==> config.mk <==
export PLATFORM = sky130hd
export DESIGN_NAME = fifo_wr_arbiter
export DESIGN_NICKNAME = d
export VERILOG_FILES = /design/src/rtl/fifo_wr_arbiter.sv
export SDC_FILE = /design/constraint.sdc
export NUM_CORES = 1
export LEC_CHECK = 0
export CORE_MARGIN = 8
export CORE_UTILIZATION = 40
export DETAILED_ROUTE_END_ITERATION = 7
export GPL_TIMING_DRIVEN = 1
export PLACE_DENSITY_LB_ADDON = 0.3
export SYNTH_ARGS = -nofsm -noshare
export SYNTH_HDL_FRONTEND = slang
export SYNTH_SLANG_ARGS = --single-unit
==> constraint.sdc <==
create_clock -name wclk -period 2.55 [get_ports wclk]
set_clock_uncertainty 0.1 [all_clocks]
set_input_delay 0.51 -clock wclk [delete_from_list [all_inputs] [get_ports wclk]]
set_output_delay 0.51 -clock wclk [all_outputs]
set_load 0.03 [all_outputs]
==> src/rtl/fifo_wr_arbiter.sv <==
// fifo_wr_arbiter: write-side arbiter for the dual-clock FIFO (wclk domain).
// Shares one FIFO write port among N_REQ requesters using round-robin fairness.
// Grants are combinational, so a word is accepted in the same cycle it is chosen.
// Define FIFO_WR_ARB_BURST_EN to let an owner keep the grant for up to
// BURST_LEN consecutive words. Without it, arbitration is pure per-word round-robin.
module fifo_wr_arbiter #(
    parameter int N_REQ     = 4,
    parameter int WIDTH     = 8,
    parameter int BURST_LEN = 4,
    parameter int CNT_W     = 16
) (
    input  logic                       wclk,
    input  logic                       rst_n,
    input  logic [N_REQ-1:0]           req,
    input  logic [N_REQ*WIDTH-1:0]     din,
    output logic [N_REQ-1:0]           gnt,
    input  logic                       wfull,
    output logic                       winc,
    output logic [WIDTH-1:0]           wdata,
    output logic [$clog2(N_REQ)-1:0]   src_id,
    output logic [CNT_W-1:0]           wr_cnt
);

    localparam int unsigned IDX_W = $clog2(N_REQ);
    localparam int unsigned NR    = N_REQ;

    // Reject out-of-range configurations at elaboration.
    if (N_REQ < 2 || N_REQ > 8 || BURST_LEN < 1 || BURST_LEN > 16) begin : g_bad_params
        $error("fifo_wr_arbiter: N_REQ must be 2..8 and BURST_LEN 1..16");
    end

    logic [IDX_W-1:0] last;
    logic [IDX_W-1:0] sel;
    logic             sel_vld;
    logic [IDX_W-1:0] grant_idx;
    logic             grant_vld;
    logic             act;

    // Round-robin pick: first active requester searching upward from last+1.
    always_comb begin
        logic [IDX_W-1:0] cand;
        sel     = '0;
        sel_vld = 1'b0;
        cand    = '0;
        for (int unsigned off = 1; off <= NR; off++) begin
            cand = IDX_W'((32'(last) + off) % NR);
            if (!sel_vld && req[cand]) begin
                sel_vld = 1'b1;
                sel     = cand;
            end
        end
    end

`ifdef FIFO_WR_ARB_BURST_EN
    localparam int unsigned BCNT_W = $clog2(BURST_LEN) + 1;

    typedef enum logic {
        IDLE,
        BURST
    } state_t;

    state_t            state, state_nxt;
    logic [IDX_W-1:0]  owner, owner_nxt;
    logic [BCNT_W-1:0] bcnt, bcnt_nxt;
    logic [BCNT_W-1:0] bcnt_inc;

    assign bcnt_inc = bcnt + 1'b1;

    // Burst FSM: keep the owner while it requests; a dropped owner falls
    // straight through to a round-robin pick in the same cycle (no bubble).
    always_comb begin
        grant_vld = 1'b0;
        grant_idx = '0;
        state_nxt = state;
        owner_nxt = owner;
        bcnt_nxt  = bcnt;
        if (!wfull) begin
            if (state == BURST && req[owner]) begin
                grant_vld = 1'b1;
                grant_idx = owner;
                bcnt_nxt  = bcnt_inc;
                if (bcnt_inc == BCNT_W'(BURST_LEN)) begin
                    state_nxt = IDLE;
                    bcnt_nxt  = '0;
                end
            end else begin
                state_nxt = IDLE;
                bcnt_nxt  = '0;
                if (sel_vld) begin
                    grant_vld = 1'b1;
                    grant_idx = sel;
                    if (BURST_LEN > 1) begin
                        state_nxt = BURST;
                        owner_nxt = sel;
                        bcnt_nxt  = BCNT_W'(1);
                    end
                end
            end
        end
    end

    // Burst state register; reset abandons any burst in progress.
    always_ff @(posedge wclk or negedge rst_n) begin
        if (!rst_n) begin
            state <= IDLE;
            owner <= '0;
            bcnt  <= '0;
        end else begin
            state <= state_nxt;
            owner <= owner_nxt;
            bcnt  <= bcnt_nxt;
        end
    end
`else
    // Per-word round-robin: every accepted word re-arbitrates.
    always_comb begin
        grant_vld = !wfull && sel_vld;
        grant_idx = sel;
    end
`endif

    // Outputs are forced idle while reset is asserted.
    assign act    = grant_vld && rst_n;
    assign winc   = act;
    assign src_id = act ? grant_idx : '0;

    // One-hot grant and write-data mux for the chosen requester.
    always_comb begin
        gnt   = '0;
        wdata = '0;
        for (int unsigned i = 0; i < NR; i++) begin
            if (act && grant_idx == IDX_W'(i)) begin
                gnt[i] = 1'b1;
                wdata  = din[i*WIDTH +: WIDTH];
            end
        end
    end

    // Round-robin pointer and accepted-word counter.
    always_ff @(posedge wclk or negedge rst_n) begin
        if (!rst_n) begin
            last   <= IDX_W'(N_REQ - 1);
            wr_cnt <= '0;
        end else if (grant_vld) begin
            last   <= grant_idx;
            wr_cnt <= wr_cnt + 1'b1;
        end
    end

endmodule
==> run metrics <==
status finished, violations left; failing checks negative setup slack; Mean Syn Cell Area 9.53 um2; Die Wd roughly 75 um; crit path from last[1]; largest area contributor in the netlist dfrtp_1; total CTS buffers 3; min cycle time layout approximately 2.6 ns; sequential share of the synthesized area 33.0%; fin crit share 103%; # clock sinks 18; Async SR Flop Fraction 100%; initial core utilization 41.5%; PortBufs a little under 70; ys flop type dfrtp_1; Post-DRT Antenna Nets 0; Critical path destination wdata[7]; post-synth net total 184; Crit path largest cell delay between 0.5 and 0.6 ns; R2R Setup Slk between 0.9 and 1 ns; cell family with most CP delay flip-flops; Fin. Hold Viols 0; final-report max-slew violation count 0; FILL cells about 230; first-pass GRT wire length 7.58 mm; Skew-Pair Late Insertion Delay roughly 0.28 ns; reg2reg end wr_cnt[12]; pin count of the biggest net entering global routing 19; Setup Crit Path Kind reg2out; total power roughly 1.4 mW; Highest Clock Rate 381 MHz; VDD IR max ~0.55 mV; crit-path cells nand2_2 -> a31oi_4 -> buf_4 -> nand3_4 -> buf_8 -> mux2i_4 -> o22ai_4 -> buf_6; CP max-delay cell dfstp_2; hold crit path type in2async; met3 usage 4.45%; Initial DRT Pass Iterations 4; Total Nets Final roughly 280; vias in the first global route 1,580; Max Cap Viol 0; CTS tree done; DP HPWL 3.51 mm; Chip Height 74.6 um; Clock Path Buffers 2; core area 3310 um2; critical path arrival 2.02 ns; Worst Path Max Fanout 5; cell count of the worst reg-to-reg path 5; DRC 0; Mapped Cells around 140; #FFs+latches synth 18; Final setup viols 8; worst hold slack 0.317 ns; Root Driver clkbuf_4; Post-synth EDFFs 0; Yosys warnings 0; initial antenna violation count 0; n_diodes 0; vias per cell 5.20; pwr/cell area 560 nW/um2; PnR worst setup slack -0.0753 ns; Synth top area share 29.2%; GRT Residual Overflow 0; routability congestion estimate 0.851; Critical Path RT 1.94 ns; Vias 1,487; RSZ-0062 raised after global routing true; global-route met1 utilization 18.2%; post-DR wirelength/cell 18.3 um; Tightest Pin Transition 0.384 ns; drt total wl 5.24 mm; Top Ports 70; Die ar. 5560 um2; most frequent cells in the layout clkdlybuf4s50_1 (48), buf_4 (28), nand2_1 (20), dfrtp_1 (16), buf_6 (12); Worst Setup End Kind output port; Clock transition at path regs 0.10 ns; Area contributors post-synth dfrtp_1 (29%), mux2_4 (7.7%), xnor2_1 (6.4%); row cnt 21; CP bufs+invs 3; synth unique cells 39; Rel. slew slack 74.2%; layout cells sized above 1 38.3%; grt met2 use 34.1%; area delta synth->final 84.0%; H-tree levels 1; reg2reg start wr_cnt[2]; grt peak-use layer met2; GR Util All Layers roughly 18%; Levels on crit path 8; Cell Area, Synth ~1400 um2; crit path launch type flop; most common cell after layout, fill and taps aside clkdlybuf4s50_1; Pleak 1.09 nW; 1st-iter DRT viols 28
==> repair_timing <==
action / 4_1_cts / 5_1_grt
pin swaps: 4 / 9
hold buffers: 0 / 0
endpoints found under the setup margin: 15 / 13
hold endpoints to repair: 0 / 0
buffers inserted: 5 / 3
resized for setup: 32 / 30
gates cloned: 3 / 1
==> cell type report <==
class | count | area [um2] | area share, %
clock buffers | 4 | 26.3 | 1.04
inverters | 7 | 26.3 | 1.04
multi-input cells | 115 | 1050 | 41.8
flip-flops and latches | 18 | 453 | 17.9
well taps | 46 | 57.6 | 2.28
repair buffers | 96 | 908 | 36.0
==> cells in the mapped netlist (3+ instances only) <==
| cell | count |
|---|---|
| nor2_1 | 12 |
| nand3_1 | 7 |
| nand2_2 | 3 |
| dfrtp_1 | 16 |
| mux2i_1 | 8 |
| inv_1 | 7 |
| nand2b_1 | 4 |
| nand4_1 | 4 |
| nor2b_1 | 3 |
| nor3_1 | 3 |
| nand2_1 | 20 |
| o22ai_2 | 6 |
| mux2_4 | 7 |
| xor2_1 | 5 |
| xnor2_1 | 10 |
==> kinds of logic (layout without fill, tap and decap cells) <==
kind of cell | count (synthesis) | in the layout | share of synthesized area [%]
flops | 18 | 18 | 33.0
mux | 17 | 17 | 15.1
simple gates | 64 | 65 | 24.7
xor+xnor | 15 | 15 | 9.57
fa+ha+maj | 1 | 1 | 0.911
compound gates | 17 | 17 | 12.4
buf+inv | 12 | 107 | 4.28
==> how the worst min path moves through the flow <==
stage	end	slack (ns)	depth (start not counted)
final	wr_cnt[5]	0.32	2
after global routing	wr_cnt[5]	0.35	2
after CTS	wr_cnt[5]	0.31	2
after detailed placement	wr_cnt[15]	0.38	1
after global placement	wr_cnt[15]	0.36	1
after floorplan	wr_cnt[0]	0.11	0
==> power breakdown <==
group	switching, mW	internal (mW)	total, mW
clock network	0.0812	0.0607	0.142
registers	0.0869	0.352	0.439
logic	0.424	0.409	0.834
total	0.592	0.822	1.41
==> routing by layer <==
metal | share of wire, % | up-vias
li1 | - | 697
met1 | 37 | 693
met2 | 50 | 79
met3 | 9.8 | 18
met4 | 2.9 | 0
met5 | 0 | -
==> state kept, by name, summed over array words and instances, names as in the netlist <==
name,count
wr_cnt,16
last,2
==> per-stage QoR <==
stage	std cells	worst slack (ns)	utilization (%)	area, um2	setup TNS [ns]
global route	286	-0.127	76.3	2530	-0.866
global placement	272	-0.304	66.4	2200	-3.36
detailed placement	272	-0.360	66.4	2200	-4.11
CTS	284	-0.0418	72.8	2410	-0.258
floorplan	144	0.0366	-	1370	0
finish	286	-0.0753	76.3	2530	-0.399
(Power assumes the default switching activity.)
